**src/rtl/multi_digit_counter_hex_pkg.sv**
```systemverilog
// Shared constants for the multi-digit counter: digit width, count modes
// and the active-low 7-segment lookup table (bit order gfedcba).
package multi_digit_counter_hex_pkg;

    localparam int DIGIT_W = 4;

    localparam logic [1:0] MODE_HOLD = 2'b00;
    localparam logic [1:0] MODE_UP   = 2'b01;
    localparam logic [1:0] MODE_DOWN = 2'b10;
    localparam logic [1:0] MODE_ROT  = 2'b11;

    // Entry n is the active-low pattern for hex digit n; listed F down to 0
    // so that SEG_TABLE[n] selects digit n.
    localparam logic [15:0][6:0] SEG_TABLE = {
        7'b0001110,  // F
        7'b0000110,  // E
        7'b0100001,  // d
        7'b1000110,  // C
        7'b0000011,  // b
        7'b0001000,  // A
        7'b0010000,  // 9
        7'b0000000,  // 8
        7'b1111000,  // 7
        7'b0000010,  // 6
        7'b0010010,  // 5
        7'b0011001,  // 4
        7'b0110000,  // 3
        7'b0100100,  // 2
        7'b1111001,  // 1
        7'b1000000   // 0
    };

endpackage

```
**src/rtl/multi_digit_counter_hex_count_prescaler.sv**
```systemverilog
// Free-running prescaler: counts 0..TICK_DIV-1 and wraps; tick is high for
// the whole cycle in which the count sits at TICK_DIV-1. clr restarts the
// phase at 0 so the next tick is a full period away.
module count_prescaler #(
    parameter int TICK_DIV = 50000000
) (
    input  logic clk_50m,
    input  logic rst,
    input  logic clr,
    output logic tick
);

    localparam int              CW   = (TICK_DIV > 1) ? $clog2(TICK_DIV) : 1;
    localparam logic [CW-1:0]   LAST = CW'(TICK_DIV - 1);

    logic [CW-1:0] count_reg;
    logic [CW-1:0] count_next;

    // Next count: clear or wrap to 0, otherwise advance by one.
    always_comb begin
        count_next = count_reg;
        if (clr || (count_reg == LAST)) begin
            count_next = '0;
        end else begin
            count_next = count_reg + CW'(1);
        end
    end

    // Prescaler phase register.
    always_ff @(posedge clk_50m) begin
        if (rst) begin
            count_reg <= '0;
        end else begin
            count_reg <= count_next;
        end
    end

    assign tick = (count_reg == LAST);

endmodule

```
**src/rtl/multi_digit_counter_hex.sv**
```systemverilog
// DIGITS-nibble loadable up/down/rotate counter stepping on a prescaled tick,
// with one static active-low 7-segment display per nibble.
// Optional macro MULTI_DIGIT_COUNTER_BCD_EN: per-digit decimal up/down
// counting with carry/borrow between digits and load-time clamping to 9.
module multi_digit_counter_hex
    import multi_digit_counter_hex_pkg::*;
#(
    parameter int DIGITS   = 2,
    parameter int TICK_DIV = 50000000
) (
    input  logic                  clk_50m,
    input  logic                  rst,
    input  logic                  load_en,
    input  logic [4*DIGITS-1:0]   in,
    input  logic [1:0]            cnt,
    output logic [4*DIGITS-1:0]   value,
    output logic                  tick,
    output logic                  wrap,
    output logic [7*DIGITS-1:0]   hex
);

    localparam int W = DIGITS * DIGIT_W;

    logic [W-1:0] value_reg;
    logic [W-1:0] value_next;
    logic         wrap_reg;
    logic         wrap_next;

    logic [W-1:0] load_value;
    logic [W-1:0] inc_value;
    logic [W-1:0] dec_value;
    logic [W-1:0] rot_value;
    logic         inc_wrap;
    logic         dec_wrap;

    // A load restarts the prescaler so the next step is a full period later.
    count_prescaler #(
        .TICK_DIV (TICK_DIV)
    ) u_prescaler (
        .clk_50m (clk_50m),
        .rst     (rst),
        .clr     (load_en),
        .tick    (tick)
    );

`ifdef MULTI_DIGIT_COUNTER_BCD_EN
    // Decimal ripple: chain bit gi is high when digit gi must change.
    logic [DIGITS:0] carry_chain;
    logic [DIGITS:0] borrow_chain;

    assign carry_chain[0]  = 1'b1;
    assign borrow_chain[0] = 1'b1;

    for (genvar gi = 0; gi < DIGITS; gi++) begin : g_bcd
        logic [DIGIT_W-1:0] digit;
        logic [DIGIT_W-1:0] in_digit;

        assign digit    = value_reg[gi*DIGIT_W +: DIGIT_W];
        assign in_digit = in[gi*DIGIT_W +: DIGIT_W];

        assign load_value[gi*DIGIT_W +: DIGIT_W] = (in_digit > 4'd9) ? 4'd9 : in_digit;

        assign inc_value[gi*DIGIT_W +: DIGIT_W] =
            !carry_chain[gi] ? digit : ((digit >= 4'd9) ? 4'd0 : digit + 4'd1);
        assign carry_chain[gi+1] = carry_chain[gi] && (digit >= 4'd9);

        assign dec_value[gi*DIGIT_W +: DIGIT_W] =
            !borrow_chain[gi] ? digit : ((digit == 4'd0) ? 4'd9 : digit - 4'd1);
        assign borrow_chain[gi+1] = borrow_chain[gi] && (digit == 4'd0);
    end

    assign inc_wrap = carry_chain[DIGITS];
    assign dec_wrap = borrow_chain[DIGITS];
`else
    assign load_value = in;
    assign inc_value  = value_reg + W'(1);
    assign dec_value  = value_reg - W'(1);
    assign inc_wrap   = &value_reg;
    assign dec_wrap   = ~|value_reg;
`endif

    // Rotate left by one digit; a single digit has nothing to rotate.
    if (DIGITS > 1) begin : g_rot
        assign rot_value = {value_reg[W-DIGIT_W-1:0], value_reg[W-1:W-DIGIT_W]};
    end else begin : g_no_rot
        assign rot_value = value_reg;
    end

    // Next value/wrap: load wins over a tick; cnt only matters on a tick.
    always_comb begin
        value_next = value_reg;
        wrap_next  = 1'b0;
        if (load_en) begin
            value_next = load_value;
        end else if (tick) begin
            case (cnt)
                MODE_UP: begin
                    value_next = inc_value;
                    wrap_next  = inc_wrap;
                end
                MODE_DOWN: begin
                    value_next = dec_value;
                    wrap_next  = dec_wrap;
                end
                MODE_ROT: begin
                    value_next = rot_value;
                end
                default: begin
                    value_next = value_reg;
                end
            endcase
        end
    end

    // Count and wrap registers.
    always_ff @(posedge clk_50m) begin
        if (rst) begin
            value_reg <= '0;
            wrap_reg  <= 1'b0;
        end else begin
            value_reg <= value_next;
            wrap_reg  <= wrap_next;
        end
    end

    assign value = value_reg;
    assign wrap  = wrap_reg;

    // Per-digit segment decode straight from the registered value.
    for (genvar gi = 0; gi < DIGITS; gi++) begin : g_seg
        assign hex[7*gi +: 7] = SEG_TABLE[value_reg[gi*DIGIT_W +: DIGIT_W]];
    end

endmodule
```
**config.mk**
```make
export PLATFORM = sky130hd
export DESIGN_NAME = multi_digit_counter_hex
export DESIGN_NICKNAME = d
export VERILOG_FILES = /design/src/rtl/multi_digit_counter_hex_pkg.sv /design/src/rtl/multi_digit_counter_hex_count_prescaler.sv /design/src/rtl/multi_digit_counter_hex.sv
export SDC_FILE = /design/constraint.sdc
export NUM_CORES = 1
export LEC_CHECK = 0
export CORE_ASPECT_RATIO = 2
export CORE_MARGIN = 5
export CORE_UTILIZATION = 57
export CTS_CLUSTER_SIZE = 25
export DETAILED_ROUTE_END_ITERATION = 8
export PLACE_DENSITY = 0.91
export RECOVER_POWER = 100
export SYNTH_ARGS = -nofsm -noshare
export SYNTH_HDL_FRONTEND = slang
export SYNTH_HIERARCHICAL = 1
export SYNTH_SLANG_ARGS = --single-unit
```
**constraint.sdc**
```tcl
create_clock -name clk_50m -period 6.2 [get_ports clk_50m]
set_clock_uncertainty 0.1 [all_clocks]
set_input_delay 1.86 -clock clk_50m [delete_from_list [all_inputs] [get_ports clk_50m]]
set_output_delay 1.86 -clock clk_50m [all_outputs]
set_load 0.01 [all_outputs]
```
## Yosys cells after proc, flatten, opt, wreduce, memory -nomap -nowiden

Memory sizes are Yosys's and may differ from the RTL's. A register that Yosys moved wholly into a read port is not among the register bits.
Cells that the tools add are included.

- Bits in registers: 35
- ROM bits: 224
- Bits of input ports: 13
- Output and inout bits: 24
- Logic and storage cells: 34
- Memories kept: 2

Memories:

| memory | words | width | read ports | clocked after memory_dff | write ports | RTL line | text |
|---|---|---|---|---|---|---|---|
| (name not given) | 16 | 7 | 1 | 1 | 0 | multi_digit_counter_hex.sv:131 | `assign hex[7*gi +: 7] = SEG_TABLE[value_reg[gi*DIGIT_W +: DIGIT_W]];` |
| (name not given) | 16 | 7 | 1 | 1 | 0 | multi_digit_counter_hex.sv:131 |  |

- $add $sub $neg: 3
- $lt $le $gt $ge: 2
- Equal/unequal tests: 4
- Multiplexer cells: 10
- Bitwise operators: 1
- Reduce and logical (&&, ||, !) cells: 9

Operators by type and width:

| operator | count |
|---|---|
| 26-bit by 1-bit adder with 26-bit output (second input constant) | 1 |
| 26-bit equality test (second input constant) | 1 |
| 8-bit one-hot mux with 3 select lines | 1 |
| 4-bit two-way mux | 4 |
| 8-bit two-way mux | 2 |
| 7-bit two-way mux | 2 |
| 4-bit by 5-bit < comparator with 1-bit output (second input constant) | 2 |
| 8-bit by 1-bit adder with 8-bit output (second input constant) | 1 |
| 8-bit AND reduction | 1 |
| 8-bit OR reduction | 1 |
| 8-bit by 1-bit subtractor with 8-bit output (second input constant) | 1 |
| 2-bit equality test (second input constant) | 2 |
| 4-bit nonzero test | 1 |
| 3-bit OR reduction | 1 |
| 2-bit by 1-bit equality test with 1-bit output (second input constant) | 1 |
| 1-bit one-hot mux with 2 select lines | 1 |
| 2-bit AND reduction | 1 |
| 2-bit nonzero test | 1 |
| 2-bit OR reduction | 1 |
| 1-bit zero test | 1 |
| 1-bit logical OR | 1 |
| 1-bit inverter | 1 |

## Depth between registers and ports, before layout

Gate-level depths: netlist (run 1).

- Depth in word-level cells: 6
- Mapped depth: 15
- Mapped depth without buffers: 13

## Hierarchy

The synthesis (run 1) kept the hierarchy.

By module, submodules not included:

| module | times used | cells each | area each (um2) | seq. area each (um2) |
|---|---|---|---|---|
| multi_digit_counter_hex | 1 | 242 | 2,019.4 | 460.4 |
| count_prescaler | 1 | 144 | 1,249.9 | 520.5 |

## Worst setup path before layout (run 1)

OpenSTA, ideal clock, no wires.

- Kind: input to register
- Start: in cnt[0]
- End: reg hex[11] (netlist name)
- Setup time: 74 ps
- Arrival: 4,689 ps
- Data required time: 6,026 ps
- Slack: 1,336 ps
- Stages: 15
- Buffers on the path: 2
- Cell sequence: inv_1 ha_1 buf_6 buf_4 xor2_1 ha_1 a21boi_0 o22ai_1 or3_1 a211o_1 a31oi_1 inv_1 ha_1 or3_1 a31oi_1

RTL lines:

| item | RTL line | text |
|---|---|---|
| start: declaration | multi_digit_counter_hex.sv:15 | `input logic [1:0] cnt,` |

==> results.py, run 1 <==
metrics = {
    "placed_design": {
        "placed_cell_area_um2": 3600,
        "port_buffers": 36,
        "place_congestion": 0.998,
        "hpwl_um": 6150,
    },
    "final_layout": {
        "fin_area_um2": 3760,
        "multi_input_area_um2": 2050,
        "regArea_um2": 981,
        "antennaDiodeCount": 0,
        "largest_reg_flops": 26,
        "post_route_cells_drive_above_1_share": 0.0652,
        "area_growth_pct": 14.9,
        "nFillCells": 444,
        "final_common_cell": "dfxtp_1",
        "layout_common_cells": "dfxtp_1, nor2_1, dlygate4sd3_1",
        "fin_nets": 444,
    },
    "synth": {
        "yosys_most_used_dff": "dfxtp_1",
        "ys_types": 69,
        "synth_warnings": 6,
        "syn_avg_cell_area_um2": 8.47,
        "synth_edf_count": 0,
        "ys_seq_area_frac": 0.300,
        "syn_nets": 417,
        "syn_inst": 386,
        "syn_area_um2": 3270,
        "synth-seq-cells": 49,
        "postSynth.asyncResetShare": 0,
    },
    "worst_setup_path": {
        "cp.arrival_ns": 5.53,
        "worstSetupStartpointType": "input pin",
        "cp_max_fo": 22,
        "required_ns": 6.28,
        "cp_slowest_stage_delay_ns": 0.78,
        "crit_slowest_cell": "o311ai_0",
        "crit_type": "input pin to flop",
        "cp-end-kind": "flop",
        "crit_path_cell_trace": "dlygate4sd3_1 -> inv_1 -> ha_1 -> buf_4 -> or3b_1 -> nand4_1 -> o311ai_0 -> o311ai_0 -> nand2_1 -> ha_1 -> and3_1 -> a221o_1",
    },
    "detailed_routing": {
        "wire_per_inst_um": 17.2,
        "wl_um": 8180,
        "initialDrtViolationCount": 289,
        "dr.pass1.iters": 4,
        "via_per_inst": 6.42,
        "drc": 0,
        "via_count": 3048,
        "ant_nets": 0,
    },
    "grt": {
        "grt_pass1_wl_um": 13700,
        "grt_overflow_total": 0,
        "grt_pass1_vias": 2998,
        "grt_max_degree": 23,
        "grtUsageTotal": 0.228,
        "antenna_found_initial": 0,
    },
    "pwr": {
        "p_per_area_nw_per_um2": 223,
        "irDropWorstVdd_v": 0.000314,
        "power_uw": 837,
        "power.leakage_uw": 0.00137,
    },
    "floorplanning": {
        "io_pins": 37,
        "die_h_um": 117,
        "dieArea_um2": 7440,
        "start_util": 0.578,
        "coreArea_um2": 5660,
        "die_w_um": 63.6,
        "rows": 39,
    },
    "status": {
        "status": "finished clean",
    },
    "clocking": {
        "cts_resized": 0,
        "cts_root_buf": "clkbuf_16",
        "clockBufferDepth": 2,
        "clk_latency_ns": 0.30,
        "hold_buffers": 0,
        "path_clk_slew_ns": 0.07,
        "cts.sinks": 49,
        "h-tree-depth": 2,
        "post_cts.repair.setup_buffers": 0,
        "cts_buffers": 5,
        "cts_tree": "built",
    },
    "sta": {
        "fin_setup_tns_ns": 0,
        "drv_slew": 0,
        "hold_viol": 0,
        "relSlewSlack": 0.386,
        "setup-violations-final": 0,
        "grt_setup_unrepaired": "no",
        "worst_pin_slew_ns": 0.920,
        "fmaxAchievable_mhz": 184,
        "fin_crit_ns": 5.45,
        "finalCritPeriodShare": 0.879,
    },
    "run": {
        "cap_violations": 0,
    },
    "worst_hold_path": {
        "hp-class": "flop to flop",
    },
}
[final cells by class]
cell class                      instances  area share
Clock buffer                            5      0.0333
Multi-Input combinational cell        297       0.545
Timing Repair Buffer                   40       0.103
Tap cell                               61      0.0203
Inverter                               20      0.0200
Sequential cell                        49       0.261
Clock inverter                          3      0.0173
[power by group]
part           switching, µW  internal [µW]
Sequential              14.8            329
Clock                    120            230
Combinational           76.4           66.5
[Yosys cell counts, drive strengths merged, types with 3 or more instances]
cell | n | area [µm²]
nor3 | 10 | 50.1
dfxtp | 49 | 981
xor2 | 7 | 61.3
nand3 | 15 | 80.1
nor2b | 7 | 43.8
a221oi | 3 | 26.3
nand2b | 7 | 43.8
clkbuf | 5 | 18.8
a22o | 3 | 26.3
a31oi | 4 | 25.0
buf | 15 | 118
o22ai | 6 | 37.5
o32ai | 3 | 33.8
or3 | 12 | 75.1
and4 | 4 | 35.0
inv | 20 | 75.1
o31ai | 9 | 72.6
a21oi | 20 | 111
and2 | 3 | 18.8
mux2i | 9 | 93.8
nand4 | 12 | 103
nor2 | 40 | 158
nor3b | 4 | 30.0
mux2 | 3 | 33.8
xnor2 | 11 | 96.3
nand2 | 23 | 86.3
a221o | 3 | 30.0
nor4 | 3 | 18.8
ha | 18 | 225
o211ai | 4 | 35.0
a211oi | 3 | 27.5
o21ai | 13 | 65.1
or4 | 9 | 75.1
[logic make-up (layout without fill, tap and decap cells)]
kind of cell | Yosys count | count (layout) | synth area share
flops | 49 | 49 | 0.300
xor+xnor | 18 | 18 | 0.0482
simple gates | 159 | 159 | 0.276
mux | 12 | 12 | 0.0390
fa+ha+maj | 18 | 18 | 0.0689
buf+inv | 40 | 68 | 0.0647
compound gates | 90 | 90 | 0.203
[final timing paths]
kind,end,slack (ns),cells after the start,from
worst min-delay path,u_prescaler/count_reg[25],0.39,2,u_prescaler/count_reg[25]
worst min register to register,u_prescaler/count_reg[25],0.39,2,u_prescaler/count_reg[25]
worst max register to register,hex[4],2.16,10,u_prescaler/count_reg[0]
worst max-delay path,hex[7],0.75,12,cnt[0]
[critical path, delay by kind of cell]
family | cells | cell delay (ns)
buffers and inverters | 3 | 0.87
adders and majority gates | 2 | 0.54
AOI/OAI and AO/OA | 3 | 1.26
and+or+nand+nor | 4 | 0.99
[routing by layer]
layer | global-route usage | share of wire | up-vias
met5 | 0 | 0 | -
met4 | 0.136 | 0.043 | 0
met3 | 0.0420 | 0.044 | 23
met2 | 0.438 | 0.55 | 91
met1 | 0.220 | 0.36 | 1450
li1 | - | - | 1484
[metrics by stage]
step | setup WS (ns) | hold slack, ns | util | std cells
after CTS | 1.10 | 0.379 | 0.670 | 475
after global routing | 0.536 | 0.414 | 0.664 | 475
final | 0.751 | 0.389 | 0.664 | 475
after detailed placement | 0.801 | 0.369 | 0.636 | 467
after global placement | 0.956 | 0.352 | 0.636 | 467
after floorplan | 1.34 | 0.340 | - | 386
Power figures use the tool's default switching activity.
==> run 2: changes to the inputs <==
HOLD_SLACK_MARGIN = 0.15   (was not set)
==> results of run 2 <==
Same layout as run 1: the final DEF is identical, and so are final timing and power.
==> run 3: changes to the inputs <==
--- a/constraint.sdc
+++ b/constraint.sdc
@@ -4,2 +4,2 @@
 set_output_delay 1.86 -clock clk_50m [all_outputs]
-set_load 0.01 [all_outputs]
+set_load 0.05 [all_outputs]
==> results of run 3 <==
Same layout as run 1 (identical final DEF). Status: finished clean.
Main changes from that run: total power 837 µW -> 879 µW; worst IR drop on VDD 0.000314 V -> 0.000329 V
==> edit 1, RTL diff (flow settings as in run 2) <==
Register the output `hex`, cleared by the reset; this adds one clock of latency there. The other outputs are not delayed to match.
--- a/src/rtl/multi_digit_counter_hex.sv
+++ b/src/rtl/multi_digit_counter_hex.sv
@@ -21,4 +21,6 @@
 
     localparam int W = DIGITS * DIGIT_W;
+
+    logic [7*DIGITS-1:0] hex_d;
 
     logic [W-1:0] value_reg;
@@ -129,5 +131,13 @@
     // Per-digit segment decode straight from the registered value.
     for (genvar gi = 0; gi < DIGITS; gi++) begin : g_seg
-        assign hex[7*gi +: 7] = SEG_TABLE[value_reg[gi*DIGIT_W +: DIGIT_W]];
+        assign hex_d[7*gi +: 7] = SEG_TABLE[value_reg[gi*DIGIT_W +: DIGIT_W]];
+    end
+
+    always_ff @(posedge clk_50m) begin
+        if (rst) begin
+            hex <= '0;
+        end else begin
+            hex <= hex_d;
+        end
     end
 
Formal check against the unedited RTL: not equivalent (a bounded check fails within 4 cycles, from zero or initial values and one cycle with rst high).
==> edit 1 against run 2 <==
Area after synthesis fell by 4.7%; first-iteration DRC count fell by 71%; highest routed layer unchanged; maximum frequency rose by 11%; sequential cell count did not move; routed wire length fell by 7.3%; final area fell by 5.6%; critical path type unchanged; worst setup slack improved by 0.55 ns; via count fell by 1.8%; total power fell by 17%.
==> edit 1: results <==
[detailed_routing]
drtPass1Iterations = 5
drt_iter0_drc = 84
wl_mm = 7.59
routed_via_density = 6.28

[logic_synthesis]
synth-adder-area-share = 0.0642
synth_common_cells = 52 x nor2_1, 49 x dfxtp_1, 37 x nand2_1
syn_nets = 426
yosys-top-cells-area = dfxtp_1 31%, ha_1 6.4%, nor2_1 6.3%
synthDistinctLibCells = 61

[power_and_ir_drop]
powerComb_uw = 116
max-vdd-ir-drop_uv = 234
p_leak_nw = 1.33
clock_power_uw = 238

[finish]
signal_buffers = 39
fin_cells = 477
drive_gt1_frac = 0.0504
multiInputGateArea_um2 = 1940
inverters_excl_clock = 16
design_area_um2 = 3550

[critical_path]
arrival_ns = 4.97
cp_max_fo = 25

[global_routing]
grt_pass1_vias = 2960
grt_pass1_wl_mm = 13.1
grt_max_degree = 36
use_met2 = 0.411

[placed_design]
placed_cells = 469
gp_congestion = 0.921

[status]
outcome = finished, final reports clean

[sta]
fin_crit_ns = 4.90
-- edit 1: cell count changes in the layout (fill, tap and decap cells not counted), moves of 4 or more --
| cell | before | now |
|---|---|---|
| o21ai_0 | 11 | 16 |
| inv_1 | 20 | 16 |
| nor2_1 | 40 | 52 |
| a311oi_1 | 0 | 4 |
| or3_1 | 12 | 8 |
| a21oi_1 | 17 | 28 |
| clkbuf_8 | 0 | 6 |
| nand2_1 | 23 | 38 |
| clkbuf_16 | 5 | 0 |
| o211ai_1 | 4 | 0 |
| nor3b_1 | 4 | 0 |
| o22ai_1 | 6 | 1 |
-- edit 1: worst reg2reg max path, stage by stage (launching register included) --
cell and delay (ns):
dfxtp_1 0.40, ha_1 0.23, and3_1 0.30, nand4_1 0.22
nor2_1 0.51, nand2_1 0.38, nor2_1 0.19, mux2i_1 0.10
or3_1 0.38, a21oi_1 0.18
==> edit 2, RTL diff (flow settings as in run 2) <==
Made on the original files. `TICK_DIV` is set to 50000000 in 2 places; all go to 100000000.
--- a/src/rtl/multi_digit_counter_hex_count_prescaler.sv
+++ b/src/rtl/multi_digit_counter_hex_count_prescaler.sv
@@ -3,5 +3,5 @@
 // phase at 0 so the next tick is a full period away.
 module count_prescaler #(
-    parameter int TICK_DIV = 50000000
+    parameter int TICK_DIV = 100000000
 ) (
     input  logic clk_50m,
--- a/src/rtl/multi_digit_counter_hex.sv
+++ b/src/rtl/multi_digit_counter_hex.sv
@@ -7,5 +7,5 @@
 #(
     parameter int DIGITS   = 2,
-    parameter int TICK_DIV = 50000000
+    parameter int TICK_DIV = 100000000
 ) (
     input  logic                  clk_50m,
Behaviour: same outputs for any inputs over 10 cycles, from zero or initial values and one cycle with rst high; that may be too few to reach the edited logic, so the function may still have changed.
==> edit 2 against run 2 <==
The flow now finishes with violations (max-capacitance violations, max-slew violations); final area up 2.2%; routed wire length grew 7.7%; area after synthesis up 4.9%; utilization decreased by 1.9 points; worst setup slack better by 0.058 ns; maximum frequency grew 1.1%; total power is 6.1% lower; sequential cell count up 1; highest routed layer unchanged.
==> edit 2: results <==
[status]
outcome = finished with violations
violations = max-capacitance violations, max-slew violations

[detailed_routing]
post_drt_wl_per_cell_um = 18.2
vias = 3268
drt_iter0_drc = 443
met2WireLength_mm = 4.97

[power_and_ir_drop]
max-vdd-ir-drop_uv = 229
p_leak_nw = 1.39

[critical_path]
arrival_ns = 5.48
critPathMaxStageDelay_ns = 0.69
ff2ff_path_depth = 11

[placed_design]
placed_cells = 477
gp_congestion = 0.978
dpl_cell_area_um2 = 3720

[flow_run]
maxCapViolations = 1

[logic_synthesis]
synth_common_cells = 50 x dfxtp_1, 27 x nor2_1, 25 x nand2_1
synthDistinctLibCells = 74
muxShareOfSynthArea = 0.0372
synth-adder-area-share = 0.0657
synthCells = 399
synth-compound-area-share = 0.214
syn_nets = 430
yosys-top-cells-area = dfxtp_1 29%, ha_1 6.6%, nor2_1 3.0%

[finish]
drive_gt1_frac = 0.0616
nonClkBufAreaFrac = 0.102
clk_share = 0.0401
final_nets = 452
multi_input_cells = 307
regArea_um2 = 1000
design_area_um2 = 3840
fill_cells = 494

[global_routing]
grt_max_degree = 28
grt_pass1_wl_mm = 15.0
grt_pass1_vias = 3225

[clock_network]
cts.sinks = 50

[sta]
finalMaxSlewViolations = 28
relSlewSlack = -0.0268

[hold_path]
min_to = u_prescaler/count_reg[26]$_SDFF_PP0_
min-delay-start = u_prescaler/count_reg[26]$_SDFF_PP0_

[floorplan]
rows = 40
edit 2: worst max-delay path by stage:
stage / from / to / slack [ns] / cells after the start
after floorplan: cnt[0] / hex[11]$_DFF_P_ / 1.34 / 15
after global placement: cnt[0] / hex[11]$_DFF_P_ / 0.93 / 14
after detailed placement: cnt[0] / hex[11]$_DFF_P_ / 0.79 / 14
after CTS: cnt[0] / hex[11]$_DFF_P_ / 1.11 / 14
after global routing: cnt[0] / hex[7]$_DFF_P_ / 0.74 / 12
final: cnt[0] / hex[7]$_DFF_P_ / 0.81 / 12
edit 2: cell families (layout without fill, tap and decap cells):
| logic type | count (synthesis) | after routing |
|---|---|---|
| fa+ha+maj | 18 | 18 |
| simple gates | 164 | 164 |
| xor+xnor | 15 | 15 |
| compound gates | 98 | 98 |
| flops | 50 | 50 |
| buf+inv | 42 | 65 |
| mux | 12 | 12 |
edit 2: report_power, final:
part	switching [mW]	internal [mW]
logic	0.0790	0.0666
clock network	0.135	0.155
registers	0.0149	0.335
